[config.mk]
export PLATFORM = sky130hd
export DESIGN_NAME = crc32_stream
export DESIGN_NICKNAME = d
export VERILOG_FILES = /design/src/rtl/crc32_pkg.sv /design/src/rtl/crc32_lane_fold.sv /design/src/rtl/crc32_stream.sv
export SDC_FILE = /design/constraint.sdc
export NUM_CORES = 1
export LEC_CHECK = 0
export BUFFER_PORTS_ARGS = -buffer_cell sky130_fd_sc_hd__buf_2
export CORE_MARGIN = 2
export CORE_UTILIZATION = 53
export CTS_CLUSTER_SIZE = 12
export DETAILED_ROUTE_END_ITERATION = 12
export PLACE_DENSITY = 0.74
export SYNTH_ARGS = -nofsm -noshare
export SYNTH_HDL_FRONTEND = slang
export SYNTH_HIERARCHICAL = 1
export SYNTH_SLANG_ARGS = --single-unit
[constraint.sdc]
create_clock -name clk -period 8.41 [get_ports clk]
set_clock_uncertainty 0.1 [all_clocks]
set_input_delay 1.2615 -clock clk [delete_from_list [all_inputs] [get_ports clk]]
set_output_delay 1.2615 -clock clk [all_outputs]
set_load 0.05 [all_outputs]
[src/rtl/crc32_pkg.sv]
`default_nettype none
// ============================================================================
//  Module   : crc32_pkg
//  Purpose  : Shared constants, FSM state encoding and the single-byte CRC-32
//             update used by the streaming CRC engine.
//  Contents : POLY_NORM / POLY_REFL     - generator polynomial, both bit orders
//             RESIDUE_NORM / RESIDUE_REFL - register value left after a frame
//                                          that already carries a valid FCS
//             CRC_INIT                   - register preset at frame start
//             state_t / ST_*             - engine state encoding
//             crc32_byte_upd()           - fold one byte into a CRC register
//  Revision : 1.0  initial release
// ============================================================================
package crc32_pkg;

    localparam logic [31:0] POLY_NORM    = 32'h04C11DB7;
    localparam logic [31:0] POLY_REFL    = 32'hEDB88320;
    localparam logic [31:0] RESIDUE_NORM = 32'hC704DD7B;
    localparam logic [31:0] RESIDUE_REFL = 32'hDEBB20E3;
    localparam logic [31:0] CRC_INIT     = 32'hFFFFFFFF;

    typedef logic [1:0] state_t;
    localparam state_t ST_IDLE   = 2'd0;
    localparam state_t ST_BUSY   = 2'd1;
    localparam state_t ST_RESULT = 2'd2;

    // reflect=1: LSB-first, byte enters at crc[7:0], register shifts right.
    // reflect=0: MSB-first, byte enters at crc[31:24], register shifts left.
    function automatic logic [31:0] crc32_byte_upd(
        input logic [31:0] crc,
        input logic [7:0]  data,
        input logic        reflect
    );
        logic [31:0] c;
        if (reflect) begin
            c = crc ^ {24'h000000, data};
            for (int i = 0; i < 8; i++) begin
                c = c[0] ? ((c >> 1) ^ POLY_REFL) : (c >> 1);
            end
        end else begin
            c = crc ^ {data, 24'h000000};
            for (int i = 0; i < 8; i++) begin
                c = c[31] ? ((c << 1) ^ POLY_NORM) : (c << 1);
            end
        end
        return c;
    endfunction

endpackage
`default_nettype wire

[src/rtl/crc32_lane_fold.sv]
`default_nettype none
// ============================================================================
//  Module   : crc32_lane_fold
//  Purpose  : Combinational fold of up to DATA_BYTES byte lanes into a CRC
//             register, lane 0 first. lane_cnt selects how many lanes of the
//             chain contribute (1..DATA_BYTES).
//  Ports    : crc_in   [31:0]              - starting CRC register
//             data     [8*DATA_BYTES-1:0]  - lane k = data[8k+7:8k]
//             lane_cnt [KW-1:0]            - number of lanes to fold
//             crc_out  [31:0]              - register after the folded lanes
//  Revision : 1.0  initial release
// ============================================================================
module crc32_lane_fold
    import crc32_pkg::*;
#(
    parameter int DATA_BYTES = 4,
    parameter bit REFLECT    = 1'b1
) (
    input  logic [31:0]               crc_in,
    input  logic [8*DATA_BYTES-1:0]   data,
    input  logic [$clog2(DATA_BYTES+1)-1:0] lane_cnt,
    output logic [31:0]               crc_out
);

    localparam int KW = $clog2(DATA_BYTES + 1);

    // w_stage[k] is the register after lanes 0..k-1 have been folded.
    logic [31:0] w_stage [0:DATA_BYTES];

    assign w_stage[0] = crc_in;

    generate
        for (genvar k = 0; k < DATA_BYTES; k++) begin : g_lane
            assign w_stage[k+1] = crc32_byte_upd(w_stage[k], data[8*k +: 8], REFLECT);
        end
    endgenerate

    // Tap the chain after lane_cnt lanes; out-of-range counts fall back to a
    // full beat.
    always_comb begin
        crc_out = w_stage[DATA_BYTES];
        for (int k = 1; k <= DATA_BYTES; k++) begin
            if (lane_cnt == KW'(k)) begin
                crc_out = w_stage[k];
            end
        end
    end

endmodule
`default_nettype wire

[src/rtl/crc32_stream.sv]
`default_nettype none
// ============================================================================
//  Module   : crc32_stream
//  Purpose  : Streaming CRC-32 engine, DATA_BYTES lanes per beat. GEN mode
//             returns the frame FCS; CHECK mode (frame includes its FCS)
//             flags good/bad against the CRC residue and keeps saturating
//             good/bad frame counters.
//  Ports    : clk, rst            - clock, asynchronous active-high reset
//             mode                - 0=GEN, 1=CHECK, latched on a frame's first beat
//             abort               - discard the frame in progress
//             s_valid/s_ready     - input beat handshake (s_ready registered)
//             s_data/s_keep/s_last- beat payload, lane enables, end of frame
//             res_valid/res_ready - result handshake
//             res_crc             - ~crc at end of frame
//             res_ok              - CHECK: residue match; GEN: 1
//             cnt_good/cnt_bad    - saturating CHECK-frame counters
//  Revision : 1.0  initial release
// ============================================================================
module crc32_stream
    import crc32_pkg::*;
#(
    parameter int DATA_BYTES = 4,
    parameter bit REFLECT    = 1'b1,
    parameter int CNT_W      = 16
) (
    input  logic                    clk,
    input  logic                    rst,
    input  logic                    mode,
    input  logic                    abort,
    input  logic                    s_valid,
    output logic                    s_ready,
    input  logic [8*DATA_BYTES-1:0] s_data,
    input  logic [DATA_BYTES-1:0]   s_keep,
    input  logic                    s_last,
    output logic                    res_valid,
    input  logic                    res_ready,
    output logic [31:0]             res_crc,
    output logic                    res_ok,
    output logic [CNT_W-1:0]        cnt_good,
    output logic [CNT_W-1:0]        cnt_bad
);

    localparam int                KW        = $clog2(DATA_BYTES + 1);
    localparam logic [KW-1:0]     c_full    = KW'(DATA_BYTES);
    localparam logic [31:0]       c_residue = REFLECT ? RESIDUE_REFL : RESIDUE_NORM;
    localparam logic [CNT_W-1:0]  c_cnt_max = {CNT_W{1'b1}};

    state_t             r_state;
    state_t             w_state_next;
    logic [31:0]        r_crc;
    logic               r_mode;
    logic               r_s_ready;
    logic               r_res_valid;
    logic [31:0]        r_res_crc;
    logic               r_res_ok;
    logic [CNT_W-1:0]   r_cnt_good;
    logic [CNT_W-1:0]   r_cnt_bad;

    logic               w_accept;
    logic               w_abort;
    logic               w_take_last;
    logic               w_frame_mode;
    logic [KW-1:0]      w_keep_pop;
    logic [KW-1:0]      w_lane_cnt;
    logic [31:0]        w_fold;
    logic               w_ok;

    // s_ready is low only in RESULT, so abort is naturally ignored there.
    assign w_accept    = s_valid && r_s_ready;
    assign w_abort     = abort && r_s_ready;
    assign w_take_last = w_accept && s_last && !abort;

    // The first beat of a frame uses the live mode input; later beats use the
    // copy latched on that first beat.
    assign w_frame_mode = (r_state == ST_IDLE) ? mode : r_mode;

    always_comb begin
        w_keep_pop = '0;
        for (int k = 0; k < DATA_BYTES; k++) begin
            w_keep_pop = w_keep_pop + KW'(s_keep[k]);
        end
    end

    // Keep is honoured on the last beat only; an empty keep folds one lane.
    assign w_lane_cnt = !s_last             ? c_full :
                        (w_keep_pop == '0)  ? KW'(1) : w_keep_pop;

    crc32_lane_fold #(
        .DATA_BYTES (DATA_BYTES),
        .REFLECT    (REFLECT)
    ) u_fold (
        .crc_in   (r_crc),
        .data     (s_data),
        .lane_cnt (w_lane_cnt),
        .crc_out  (w_fold)
    );

    assign w_ok = w_frame_mode ? (w_fold == c_residue) : 1'b1;

    // ---------------------------------------------------------------- FSM
    always_ff @(posedge clk or posedge rst) begin
        if (rst) begin
            r_state <= ST_IDLE;
        end else begin
            r_state <= w_state_next;
        end
    end

    always_comb begin
        w_state_next = r_state;
        case (r_state)
            ST_IDLE, ST_BUSY: begin
                if (w_abort) begin
                    w_state_next = ST_IDLE;
                end else if (w_accept) begin
                    w_state_next = s_last ? ST_RESULT : ST_BUSY;
                end
            end
            ST_RESULT: begin
                if (res_ready) begin
                    w_state_next = ST_IDLE;
                end
            end
            default: w_state_next = ST_IDLE;
        endcase
    end

    // ------------------------------------------------------------ datapath
    always_ff @(posedge clk or posedge rst) begin
        if (rst) begin
            r_crc       <= CRC_INIT;
            r_mode      <= 1'b0;
            r_s_ready   <= 1'b1;
            r_res_valid <= 1'b0;
            r_res_crc   <= 32'h0;
            r_res_ok    <= 1'b0;
            r_cnt_good  <= '0;
            r_cnt_bad   <= '0;
        end else begin
            // Handshake flags follow the next state so neither depends
            // combinationally on res_ready.
            r_s_ready   <= (w_state_next != ST_RESULT);
            r_res_valid <= (w_state_next == ST_RESULT);

            if (w_abort || w_take_last) begin
                r_crc <= CRC_INIT;
            end else if (w_accept) begin
                r_crc <= w_fold;
            end

            if (w_accept && !abort && (r_state == ST_IDLE)) begin
                r_mode <= mode;
            end

            if (w_take_last) begin
                r_res_crc <= ~w_fold;
                r_res_ok  <= w_ok;
                if (w_frame_mode) begin
                    if (w_ok) begin
                        if (r_cnt_good != c_cnt_max) begin
                            r_cnt_good <= r_cnt_good + CNT_W'(1);
                        end
                    end else begin
                        if (r_cnt_bad != c_cnt_max) begin
                            r_cnt_bad <= r_cnt_bad + CNT_W'(1);
                        end
                    end
                end
            end
        end
    end

    assign s_ready   = r_s_ready;
    assign res_valid = r_res_valid;
    assign res_crc   = r_res_crc;
    assign res_ok    = r_res_ok;
    assign cnt_good  = r_cnt_good;
    assign cnt_bad   = r_cnt_bad;

endmodule
`default_nettype wire
==> impl_results.md <==
- GRT overflow: 0
- Total Die Area: 0.0187 sq mm
- Site Rows: 48
- Die H: 137 um
- Initial Utilization: 0.541
- Tmin final: 7.33 ns
- Clock sink count: 102
- Postcts setup bufs: 0
- Post-route ant nets: 0
- First-pass DRT Iterations: 5
- Max-Cap Viols: 0
- Die width: 137 um
- Num ports: 110
- Commonest non-fill, non-tap cell in the layout: xnor2_1
- All-Layer GR Usage: 0.307
- TritonCTS buffer count: 9
- Largest net degree at the start of global routing: 69
- Max Fanout on Critical Path: 7
- Worst Tran Pin Value: 1.22 ns
- Starting DRC count in detailed routing: 805
- CTS H-tree lvls: 3
- Vias per inst: 6.08
- Vias: 7350
- Period utilization: 0.871
- Seq cells post-synth: 102
- GP Congestion: 1.01
- DRC viols: 0
- Top cells by area, synth: dfrtp_1 (18%), xnor2_1 (16%), xnor3_1 (9.6%)
- Endpoints failing setup: 0
- Global-route wire length before repair: 42.2 mm
- CP required: 8.55 ns
- Final Worst Setup Slack: 1.08 ns
- Syn_nets: 906
- EDFF count, synth: 0
- Sequential cell area fraction in the yosys report: 0.277
- CTS max path bufs: 2
- Share of cells above drive strength 1: 0.260
- Post-DP HPWL: 22.4 mm
- CP Capture Type: flip-flop
- Clock transition at path regs: 0.08 ns
- Post-synth top area cell: dfrtp_1
- Nets@finish: 1026
- Rel. slew slack: 0.189
- CTS tree: done
- Warning count from the yosys run: 6
- Cells after Synth: 858
- Post-synth top area share: 0.184
- Main flop type after synthesis: dfrtp_1
- Setup TNS: 0 ns
- Count of cell types in the netlist: 74
- Async S/R FF share, synth: 1.00
- Diodes inserted: 0
- WP data arrival: 7.47 ns
- Synth Cell Area: 0.00936 sq mm
- Clock Latency Late Sink: 0.35 ns
- Unrepaired setup endpoints after global routing: false
- Hold Fails Final Rpt: 0
- Hold Buf Count CTS: 0
- Initial antenna violation count: 0
- FILL cells: 1438
- Core area: 0.0173 sq mm
- Port buffer count: 109
- DR WL/cell: 23.5 um
- Place WS: 0.756 ns
- Mean Syn Cell Area: 10.9 sq um
- Slew Limit Fails: 0
- Most frequent cells in the layout: xnor2_1 (173), buf_2 (109), dfrtp_1 (69)
- CTS root buf: clkbuf_16
- Drt total wl: 28.4 mm
- FMAX: 136 MHz
- Status: finished clean
- Vias in the first global route: 7030
- Worst setup path category: input pin to flip-flop
- Area Growth Syn to Fin: 13.3%
- Post-CTS Resized: 0
- Setup crit start kind: input pin
- Hold Path Class: flip-flop to flip-flop
-- through the flow --
step           std cells  hold slack [ns]  cell area [sq um]  utilization
4_1_cts             1208            0.382              10600        0.613
6_report            1208            0.384              10600        0.613
3_3_place_gp        1192            0.358              10300        0.597
5_1_grt             1208            0.403              10600        0.613
3_5_place_dp        1192            0.366              10300        0.597
2_1_floorplan        858            0.381               9360            -
-- cells by family (layout without fill, tap and decap cells) --
family | after synthesis | count (layout) | synth area share
AO/OA/AOI/OAI | 177 | 177 | 0.131
XOR/XNOR | 340 | 340 | 0.462
adder cells (fa/ha/maj) | 5 | 5 | 0.00749
buffers and inverters | 53 | 178 | 0.0223
flip-flops | 102 | 102 | 0.277
multiplexers | 6 | 6 | 0.00682
AND/OR/NAND/NOR | 175 | 175 | 0.0928
-- sequential cells by signal (all words and copies together), names as in the netlist --
name,flops
s_ready,1
cnt_bad,16
res_valid,1
r_state,2
r_crc,32
r_mode,1
cnt_good,16
res_ok,1
res_crc,32
-- layout make-up --
class | count | area [sq um] | area share
Multi-Input combinational cell | 703 | 6560 | 0.619
Sequential cell | 102 | 2590 | 0.245
Timing Repair Buffer | 145 | 816 | 0.0769
Tap cell | 225 | 282 | 0.0265
Clock buffer | 10 | 229 | 0.0216
Inverter | 17 | 66.3 | 0.00625
Clock inverter | 6 | 57.6 | 0.00543
-- critical path: stages --
cell	delay, ns
buf_2	0.12
xnor2_2	0.37
buf_4	0.24
xor3_2	0.34
xor2_2	0.60
xnor3_2	0.66
xor2_4	0.36
xnor3_2	0.53
xnor2_4	0.32
xor3_1	0.40
o21ai_0	0.12
o311ai_0	0.39
nand4b_1	0.31
or4_4	0.56
a2111oi_4	0.54
nand3_1	0.17
xnor2_1	0.15
-- routing by layer --
| layer | global-route usage | part of all wire |
|---|---|---|
| met1 | 0.435 | 0.42 |
| met3 | 0.0700 | 0.096 |
| met2 | 0.464 | 0.44 |
| met4 | 0.105 | 0.043 |
| met5 | 0 | 0 |
-- Yosys cell counts, types with 9 or more instances --
cell type	number
xnor2_1	173
dfrtp_1	69
xor2_1	67
nand2_1	64
o21ai_0	50
xnor3_1	40
nor2_1	36
o22a_1	34
dfstp_2	33
clkbuf_1	31
a21oi_1	26
xnor2_2	19
nand3_1	18
inv_1	16
o22ai_1	10
nand4_1	9
xnor3_2	9
xnor3_4	9
-- path summary, 6_finish.rpt --
check / cells after the start / from / slack [ns] / end
max reg2reg: 15 / r_crc[9] / 1.67 / cnt_good[13]
max: 17 / s_data[6] / 1.08 / cnt_good[13]
min reg2reg: 2 / res_crc[0] / 0.38 / res_crc[0]
min: 2 / res_crc[0] / 0.38 / res_crc[0]
min in group asynchronous: 2 / rst / 0.82 / cnt_bad[5]
max in group asynchronous: 3 / rst / 6.19 / res_crc[24]
Power is not shown: default switching activity piles up to over one toggle a cycle in this logic, so the estimate is an artifact.
